[src/rtl/uart_rx_frame.sv]
// uart_rx_frame: parametrised UART receiver with 3-sample mid-bit majority vote and single-entry holding register
//   clk        system clock
//   rst_n      asynchronous active-low reset
//   rx_in      serial line, idle high, asynchronous to clk
//   rx_data    received character, stable while rx_valid
//   rx_valid   character available
//   rx_ready   consumer accepts; transfer on rx_valid && rx_ready
//   parity_err parity mismatch for the held character
//   frame_err  a stop bit sampled low for the held character
//   overrun    one-cycle pulse when a frame completes while the holding register is full
//   busy       receiver FSM not idle
module uart_rx_frame #(
  parameter int CLKS_PER_BIT = 1736,
  parameter int DATA_BITS    = 8,
  parameter int PARITY       = 0,
  parameter int STOP_BITS    = 1,
  parameter int SYNC_STAGES  = 2
) (
  input  logic                 clk,
  input  logic                 rst_n,
  input  logic                 rx_in,
  output logic [DATA_BITS-1:0] rx_data,
  output logic                 rx_valid,
  input  logic                 rx_ready,
  output logic                 parity_err,
  output logic                 frame_err,
  output logic                 overrun,
  output logic                 busy
);
  localparam int MID = CLKS_PER_BIT / 2;
  localparam int CW  = $clog2(CLKS_PER_BIT);
  typedef enum logic [2:0] {IDLE, START, DATA, PAR, STOP, WAIT_HIGH} state_t;
  state_t               state_q, state_d;
  logic [SYNC_STAGES-1:0] sync_q;
  logic                 rxs, prev_q;
  logic [1:0]           hist_q;
  logic [CW-1:0]        cnt_q, cnt_d;
  logic [3:0]           idx_q, idx_d;
  logic [DATA_BITS-1:0] shift_q, shift_d;
  logic                 perr_q, perr_d, ferr_q, ferr_d;
  logic [DATA_BITS-1:0] rx_data_q, rx_data_d;
  logic                 rx_valid_q, rx_valid_d;
  logic                 parity_err_q, parity_err_d;
  logic                 frame_err_q, frame_err_d;
  logic                 overrun_q, overrun_d;
  logic                 sample, bit_end, maj, done, load;
  assign rxs = sync_q[SYNC_STAGES-1];
  // hist_q holds rxs from the two previous cycles, so at cnt = MID+1 it carries the MID-1 and MID samples
  assign maj     = (hist_q[1] & hist_q[0]) | (hist_q[1] & rxs) | (hist_q[0] & rxs);
  assign sample  = cnt_q == CW'(MID + 1);
  assign bit_end = cnt_q == CW'(CLKS_PER_BIT - 1);
  // the frame completes at the last stop bit's sample point, without waiting for the end of that bit
  assign done    = state_q == STOP && sample && idx_q == 4'(STOP_BITS - 1);
  assign load    = done && (!rx_valid_q || rx_ready);
  always_comb begin
    state_d = state_q;
    idx_d   = idx_q;
    shift_d = shift_q;
    perr_d  = perr_q;
    ferr_d  = ferr_q;
    cnt_d   = (state_q == IDLE || state_q == WAIT_HIGH || bit_end) ? '0 : cnt_q + 1'b1;
    case (state_q)
      IDLE: if (prev_q && !rxs) begin
        state_d = START;
        idx_d   = '0;
        perr_d  = 1'b0;
        ferr_d  = 1'b0;
      end
      START: begin
        if (sample && maj) state_d = IDLE;
        else if (bit_end) state_d = DATA;
      end
      DATA: begin
        if (sample) shift_d = {maj, shift_q[DATA_BITS-1:1]};
        if (bit_end) begin
          idx_d = idx_q + 4'd1;
          if (idx_q == 4'(DATA_BITS - 1)) begin
            idx_d   = '0;
            state_d = PARITY != 0 ? PAR : STOP;
          end
        end
      end
      PAR: begin
        // odd parity wants XOR(data, p) = 1, even wants 0
        if (sample) perr_d = ^shift_q ^ maj ^ 1'(PARITY == 1);
        if (bit_end) state_d = STOP;
      end
      STOP: begin
        if (sample && !maj) ferr_d = 1'b1;
        if (done) state_d = maj ? IDLE : WAIT_HIGH;
        else if (bit_end) idx_d = idx_q + 4'd1;
      end
      WAIT_HIGH: if (rxs) state_d = IDLE;
      default: state_d = IDLE;
    endcase
  end
  always_comb begin
    rx_data_d    = load ? shift_q : rx_data_q;
    parity_err_d = load ? perr_d : parity_err_q;
    frame_err_d  = load ? ferr_d : frame_err_q;
    rx_valid_d   = load || (rx_valid_q && !rx_ready);
    overrun_d    = done && rx_valid_q && !rx_ready;
  end
  always_ff @(posedge clk or negedge rst_n) begin
    if (!rst_n) begin
      sync_q       <= '1;
      prev_q       <= 1'b1;
      hist_q       <= 2'b11;
      state_q      <= IDLE;
      cnt_q        <= '0;
      idx_q        <= '0;
      shift_q      <= '0;
      perr_q       <= 1'b0;
      ferr_q       <= 1'b0;
      rx_data_q    <= '0;
      rx_valid_q   <= 1'b0;
      parity_err_q <= 1'b0;
      frame_err_q  <= 1'b0;
      overrun_q    <= 1'b0;
    end else begin
      sync_q       <= {sync_q[SYNC_STAGES-2:0], rx_in};
      prev_q       <= rxs;
      hist_q       <= {hist_q[0], rxs};
      state_q      <= state_d;
      cnt_q        <= cnt_d;
      idx_q        <= idx_d;
      shift_q      <= shift_d;
      perr_q       <= perr_d;
      ferr_q       <= ferr_d;
      rx_data_q    <= rx_data_d;
      rx_valid_q   <= rx_valid_d;
      parity_err_q <= parity_err_d;
      frame_err_q  <= frame_err_d;
      overrun_q    <= overrun_d;
    end
  end
  assign rx_data    = rx_data_q;
  assign rx_valid   = rx_valid_q;
  assign parity_err = parity_err_q;
  assign frame_err  = frame_err_q;
  assign overrun    = overrun_q;
  assign busy       = state_q != IDLE;
endmodule

[config.mk]
export PLATFORM = sky130hd
export DESIGN_NAME = uart_rx_frame
export DESIGN_NICKNAME = d
export VERILOG_FILES = /design/src/rtl/uart_rx_frame.sv
export SDC_FILE = /design/constraint.sdc
export NUM_CORES = 1
export LEC_CHECK = 0
export CAP_MARGIN = 20
export CORE_MARGIN = 5
export CORE_UTILIZATION = 45
export DETAILED_ROUTE_END_ITERATION = 12
export GPL_ROUTABILITY_DRIVEN = 0
export GPL_TIMING_DRIVEN = 0
export HOLD_SLACK_MARGIN = 0.12
export PLACE_DENSITY_LB_ADDON = 0.05
export SLEW_MARGIN = 20
export SYNTH_ARGS = -nofsm -noshare
export SYNTH_HDL_FRONTEND = slang
export SYNTH_SLANG_ARGS = --single-unit
[constraint.sdc]
create_clock -name clk -period 2.6 [get_ports clk]
set_clock_uncertainty 0.15 [all_clocks]
set_input_delay 0.39 -clock clk [delete_from_list [all_inputs] [get_ports clk]]
set_output_delay 0.39 -clock clk [all_outputs]
set_load 0.005 [all_outputs]
Word level (Yosys, flattened, before mapping)
Cells that the tools add are included.
- $add $sub $neg: 2
- equal/unequal tests: 17
- mux-type cells: 23
- bitwise gates (word level): 6
- reduce and logical (&&, ||, !) cells: 25
- operator list (kind ; count):
    two-way mux 3 bit ; 9
    two-way mux 4 bit ; 5
    case mux 3 bit (6 select lines) ; 1
    != test 2 bit, second input constant ; 7
    case mux 4 bit (3 select lines) ; 1
    adder 11 x 1 -> 11 bit, second input constant ; 1
    equality test 11 x 10 -> 1 bit, second input constant ; 1
    equality test 11 bit, second input constant ; 1
    two-way mux 11 bit ; 1
    logical AND 1 bit ; 9
    parity 8 bit ; 1
    AND reduction 7 bit ; 1
    equality test 3 x 2 -> 1 bit, second input constant ; 2
    equality test 3 bit, second input constant ; 2
    nonzero test 3 bit ; 2
    AND reduction 5 bit ; 1
    adder 4 x 1 -> 4 bit, second input constant ; 1
    equality test 4 x 3 -> 1 bit, second input constant ; 1
    logical NOT 1 bit ; 4
    logical NOT 4 bit ; 1
    logical OR 1 bit ; 4
    two-way mux 1 bit ; 4
    case mux 1 bit (2 select lines) ; 2
    bitwise AND 1 bit ; 3
    7 further kinds ; 8
- flip-flop bits (word level): 45
- input bits: 4
- output and inout bits: 13
- logic and storage cells: 87

Logic depth before layout (Yosys ltp)
Gate-level depths: netlist of run 1.
- depth after elaboration: 7
- gate-level depth with buffers: 8
- mapped depth without buffers: 7

Least setup slack after synthesis of run 1
No wires, ideal clock.
- path type: register -> register
- start point: register cnt_q[3]
- end point: register frame_err_q (netlist: frame_err)
- library setup time: 128 ps
- arrival time: 1998 ps
- data required time: 2322 ps
- slack: 324 ps
- cell stages (with the launch flop): 7
- path buffers: 1
- clock period less this slack: 2276 ps
- cell sequence: dfrtp_1 or3b_4 nor4_4 nand4_1 nor2b_1 buf_4 mux2_1
- longest elaborated chain between the ends: 4
- elaborated cells on any way between the ends: 7
- classes of those cells: 1 x eq/ne; 2 x mux; 4 x reduce/logical
- ends and longest elaborated chain (item ; line ; RTL):
    start, declared ; 37 ; logic [CW-1:0] cnt_q, cnt_d;
    start signal, assigned ; 125 ; cnt_q <= cnt_d;
    equality test 11 x 10 -> 1 bit (*) ; 50 ; assign sample = cnt_q == CW'(MID + 1);
    logical AND 1 bit (on tied branches) ; 89, 53 ;
    two-way mux 1 bit or logical AND 1 bit (tied branches) ; 89, 53 ;
    case mux 1 bit (2 select lines) or logical AND 1 bit (tied branches) ; 62, 54 ;
    end signal, assigned ; 133 ; frame_err_q <= frame_err_d;
    end, declared ; 44 ; logic frame_err_q, frame_err_d;
Every way passes the cells marked *; elsewhere a longest branch is shown, timed or not.
A chain may end at the register's enable or synchronous reset.

Worst setup path in the final report of run 1
- start point: register cnt_q[7]
- end point: register rx_data_q[5] (netlist: rx_data[5])
- longest elaborated chain between the ends: 4
- ends and longest elaborated chain (item ; line ; RTL):
    equality test 11 x 10 -> 1 bit ; 50 ;
    logical AND 1 bit (2 in series) ; 53 ; assign done = state_q == STOP && sample && idx_q == 4'(STOP_BITS - 1);
    logical AND 1 bit ; 54 ; assign load = done && (!rx_valid_q || rx_ready);
    end signal, assigned ; 130 ; rx_data_q <= rx_data_d;
    end, declared ; 41 ; logic [DATA_BITS-1:0] rx_data_q, rx_data_d;
Every way passes these cells.

==> results.cfg, run 1 <==
[synth]
ys_types = 43
synth_nets = 196
synthArstFlopShare_pct = 100
synth_top_area_share_pct = 47.4
yosysTopAreaCell = dfrtp_1
synthAdderAreaFrac_pct = 2.85
yosys-top-cells-area = dfrtp_1, dfstp_2, mux2_1
synth.mux.area_fraction_pct = 10.0
synth_top_family_by_area = simple AND/OR/NAND/NOR gates
synth_xor_area_share_pct = 7.29
synth_area_sq_um = 2110
ys_ff_latch = 44
synth_edf_count = 0
yosys.area_share.simple_pct = 16.1
avgSynthCellArea_sq_um = 11.2
seq_area_frac_synth_pct = 52.4
syn_inst = 188
yosys_warnings = 0
synth_ff_type = dfrtp_1
synth-compound-area-share_pct = 9.37

[global_routing]
grt_pass1_vias = 1479
gr-usage-all-layers_pct = 13.9
grt_max_degree = 28
grt_pass1_wl_mm = 6.83
grt_overflow = 0
antenna_found_initial = 0

[placement]
io_buffers = 16
preCtsSetupSlack_ps = 20.1
postPlaceCellArea_sq_um = 2350
dp_hpwl_mm = 2.70

[setup_path]
crit_fanout = 10
worstPathArrival_ps = 2480
crit_path_start_kind = flip-flop
worst_ep_required_time_ps = 2630
worstSetupPathType = flip-flop to flip-flop
cp-end-kind = flip-flop

[clock_network]
clkSlewWorstSetupHoldPaths_ps = 80
clockBufferDepth = 2
cts_sinks = 44
cts_tree = yes
cts_buffers = 5
clk_latency_ps = 300
h-tree-depth = 2
cts_root_buf = clkbuf_8

[route]
drc = 0
wl_mm = 3.65
routedWlPerCell_um = 13.5
firstDrtPassIters = 4
viasPerCell = 5.33
ant_nets = 0
first_iter_violations = 83
via_count = 1440

[power_and_ir_drop]
peakVddDrop_mv = 0.375
power_mw = 1.56
pwr_density_cell_nw_per_um2 = 625
leakage_nw = 1.14

[status]
status = finished, final reports clean

[timing]
finalHoldWorstSlack_ps = 208
setup_violations = 0
rsz0062_at_grt = false
hold_violations = 0
worst_slack_ps = 148
max_freq_ghz = 0.408
setup-tns-final_ps = 0
final.min_clock_period_ps = 2450
maxSlewViolCount = 0
fin_crit_sh_pct = 94.3
max-slew-margin-rel_pct = 66.2
tightest_slew_ps = 503

[die]
core.rowCount = 25
initial_utilization_pct = 45.6
die_w_um = 78.5
coreArea_sq_um = 4630
die_h_um = 78.5
dieArea_sq_um = 6160
io_pins = 17

[final_layout]
fin_nets = 223
drive_gt1_share_pct = 13.9
area_growth_pct = 18.7
fin_area_sq_um = 2500
antenna_cells = 0
fillCellCount = 405

[job]
drv_cap = 0

[worst_hold_path]
hold_class = flip-flop to flip-flop
per-layer routing:
metal | vias up | share of wire (%) | global-route usage, %
li1 | 706 | - | -
met1 | 709 | 47 | 17.1
met2 | 20 | 47 | 23.5
met3 | 5 | 3.7 | 3.90
met4 | 0 | 1.6 | 4.72
met5 | - | 0 | 0
worst paths after layout:
path / start / end / slack (ps) / cells after the start
worst min-delay path: sync_q[0]$_DFF_PN1_ / sync_q[1]$_DFF_PN1_ / 210 / 0
min in group asynchronous: rst_n / rx_data[0]$_DFFE_PN0P_ / 410 / 2
worst min register to register: sync_q[0]$_DFF_PN1_ / sync_q[1]$_DFF_PN1_ / 210 / 0
worst max register to register: cnt_q[7]$_DFF_PN0_ / rx_data[5]$_DFFE_PN0P_ / 150 / 6
max in group asynchronous: rst_n / hist_q[1]$_DFF_PN1_ / 1320 / 3
worst max-delay path: cnt_q[7]$_DFF_PN0_ / rx_data[5]$_DFFE_PN0P_ / 150 / 6
cells in the mapped netlist (all sizes together) (2+ instances only):
| cell | instances |
|---|---|
| nand3 | 7 |
| a21oi | 4 |
| xnor2 | 10 |
| dfstp | 4 |
| dfrtp | 40 |
| xor2 | 5 |
| nor3 | 3 |
| clkbuf | 3 |
| mux2i | 2 |
| a21o | 2 |
| nor4 | 2 |
| o31ai | 8 |
| o21ai | 9 |
| nand2b | 5 |
| mux2 | 17 |
| nor2 | 20 |
| inv | 5 |
| and3 | 2 |
| or3b | 2 |
| buf | 2 |
| nor2b | 2 |
| nand2 | 14 |
| ha | 4 |
metrics by stage:
stage          utilization, %  std cells
6_report                 54.1        270
3_3_place_gp             50.5        258
2_1_floorplan               -        188
3_5_place_dp             50.8        259
5_1_grt                  54.1        270
4_1_cts                  53.8        268
cell usage in the layout (no fill, tap or decap), types with 2 or more instances in the layout:
cell             instances
a21o_1                   2
a21oi_1                  4
and3_1                   2
buf_2                    2
buf_4                    3
clkbuf_1                 3
clkbuf_8                 7
clkdlybuf4s50_1         15
dfrtp_1                 40
dfstp_2                  4
ha_1                     4
inv_1                    5
mux2_1                   9
mux2_2                   8
mux2i_1                  2
nand2_1                 14
nand2b_1                 5
nand3_1                  7
nor2_1                  20
nor2b_1                  2
nor3_1                   3
o21ai_0                  9
o31ai_1                  8
xnor2_1                 10
xor2_1                   5
timing repair:
item                                    in CTS  in global routing
hold endpoints to repair                    17                  0
buffers inserted                             0                  2
resized for setup                            0                  0
hold buffers                                 1                  0
endpoints found under the setup margin       0                  9
worst max-delay path, stage by stage, from the launching register on:
cell     delay, ps
dfrtp_1        420
or3b_1         430
nor4_4         410
nand4_1        220
nor2b_1        160
buf_4          210
mux2_1         340
cells by family (layout without fill, tap and decap cells):
logic type	after synthesis	in the layout
xor+xnor	16	16
fa+ha+maj	5	5
buf+inv	10	38
mux	19	19
compound gates	30	30
simple gates	64	64
flops	44	44
flip-flops by register name (all words and copies together), names as in the netlist, 2 cells and up:
| register | count |
|---|---|
| cnt_q | 11 |
| hist_q | 2 |
| idx_q | 4 |
| rx_data | 8 |
| shift_q | 8 |
| state_q | 3 |
| sync_q | 2 |
power by group:
part,internal (mW),total (mW),switching (mW)
clock network,0.339,0.561,0.222
registers,0.738,0.799,0.0616
logic,0.0983,0.205,0.106
total,1.17,1.56,0.390
area by class of cell:
cell class	count	area (sq um)	share of cell area (%)
sequential	44	1110	44.2
multi-input combinational	134	962	38.4
timing repair buffer	20	200	7.99
clock buffer	7	96.3	3.85
tap	54	67.6	2.70
clock inverter	1	30.0	1.20
buffer	5	23.8	0.949
inverter	5	18.8	0.749
No activity file was read; power rests on OpenSTA's default activity.
==> run 2: changes to the inputs <==
--- a/config.mk
+++ b/config.mk
@@ -13,7 +13,7 @@
 export GPL_TIMING_DRIVEN = 0
 export HOLD_SLACK_MARGIN = 0.12
 export PLACE_DENSITY_LB_ADDON = 0.05
-export SLEW_MARGIN = 20
+export SLEW_MARGIN = 15
 export SYNTH_ARGS = -nofsm -noshare
 export SYNTH_HDL_FRONTEND = slang
 export SYNTH_SLANG_ARGS = --single-unit
==> results of run 2 <==
Same layout as run 1: the final DEF is identical, and so are final timing and power.
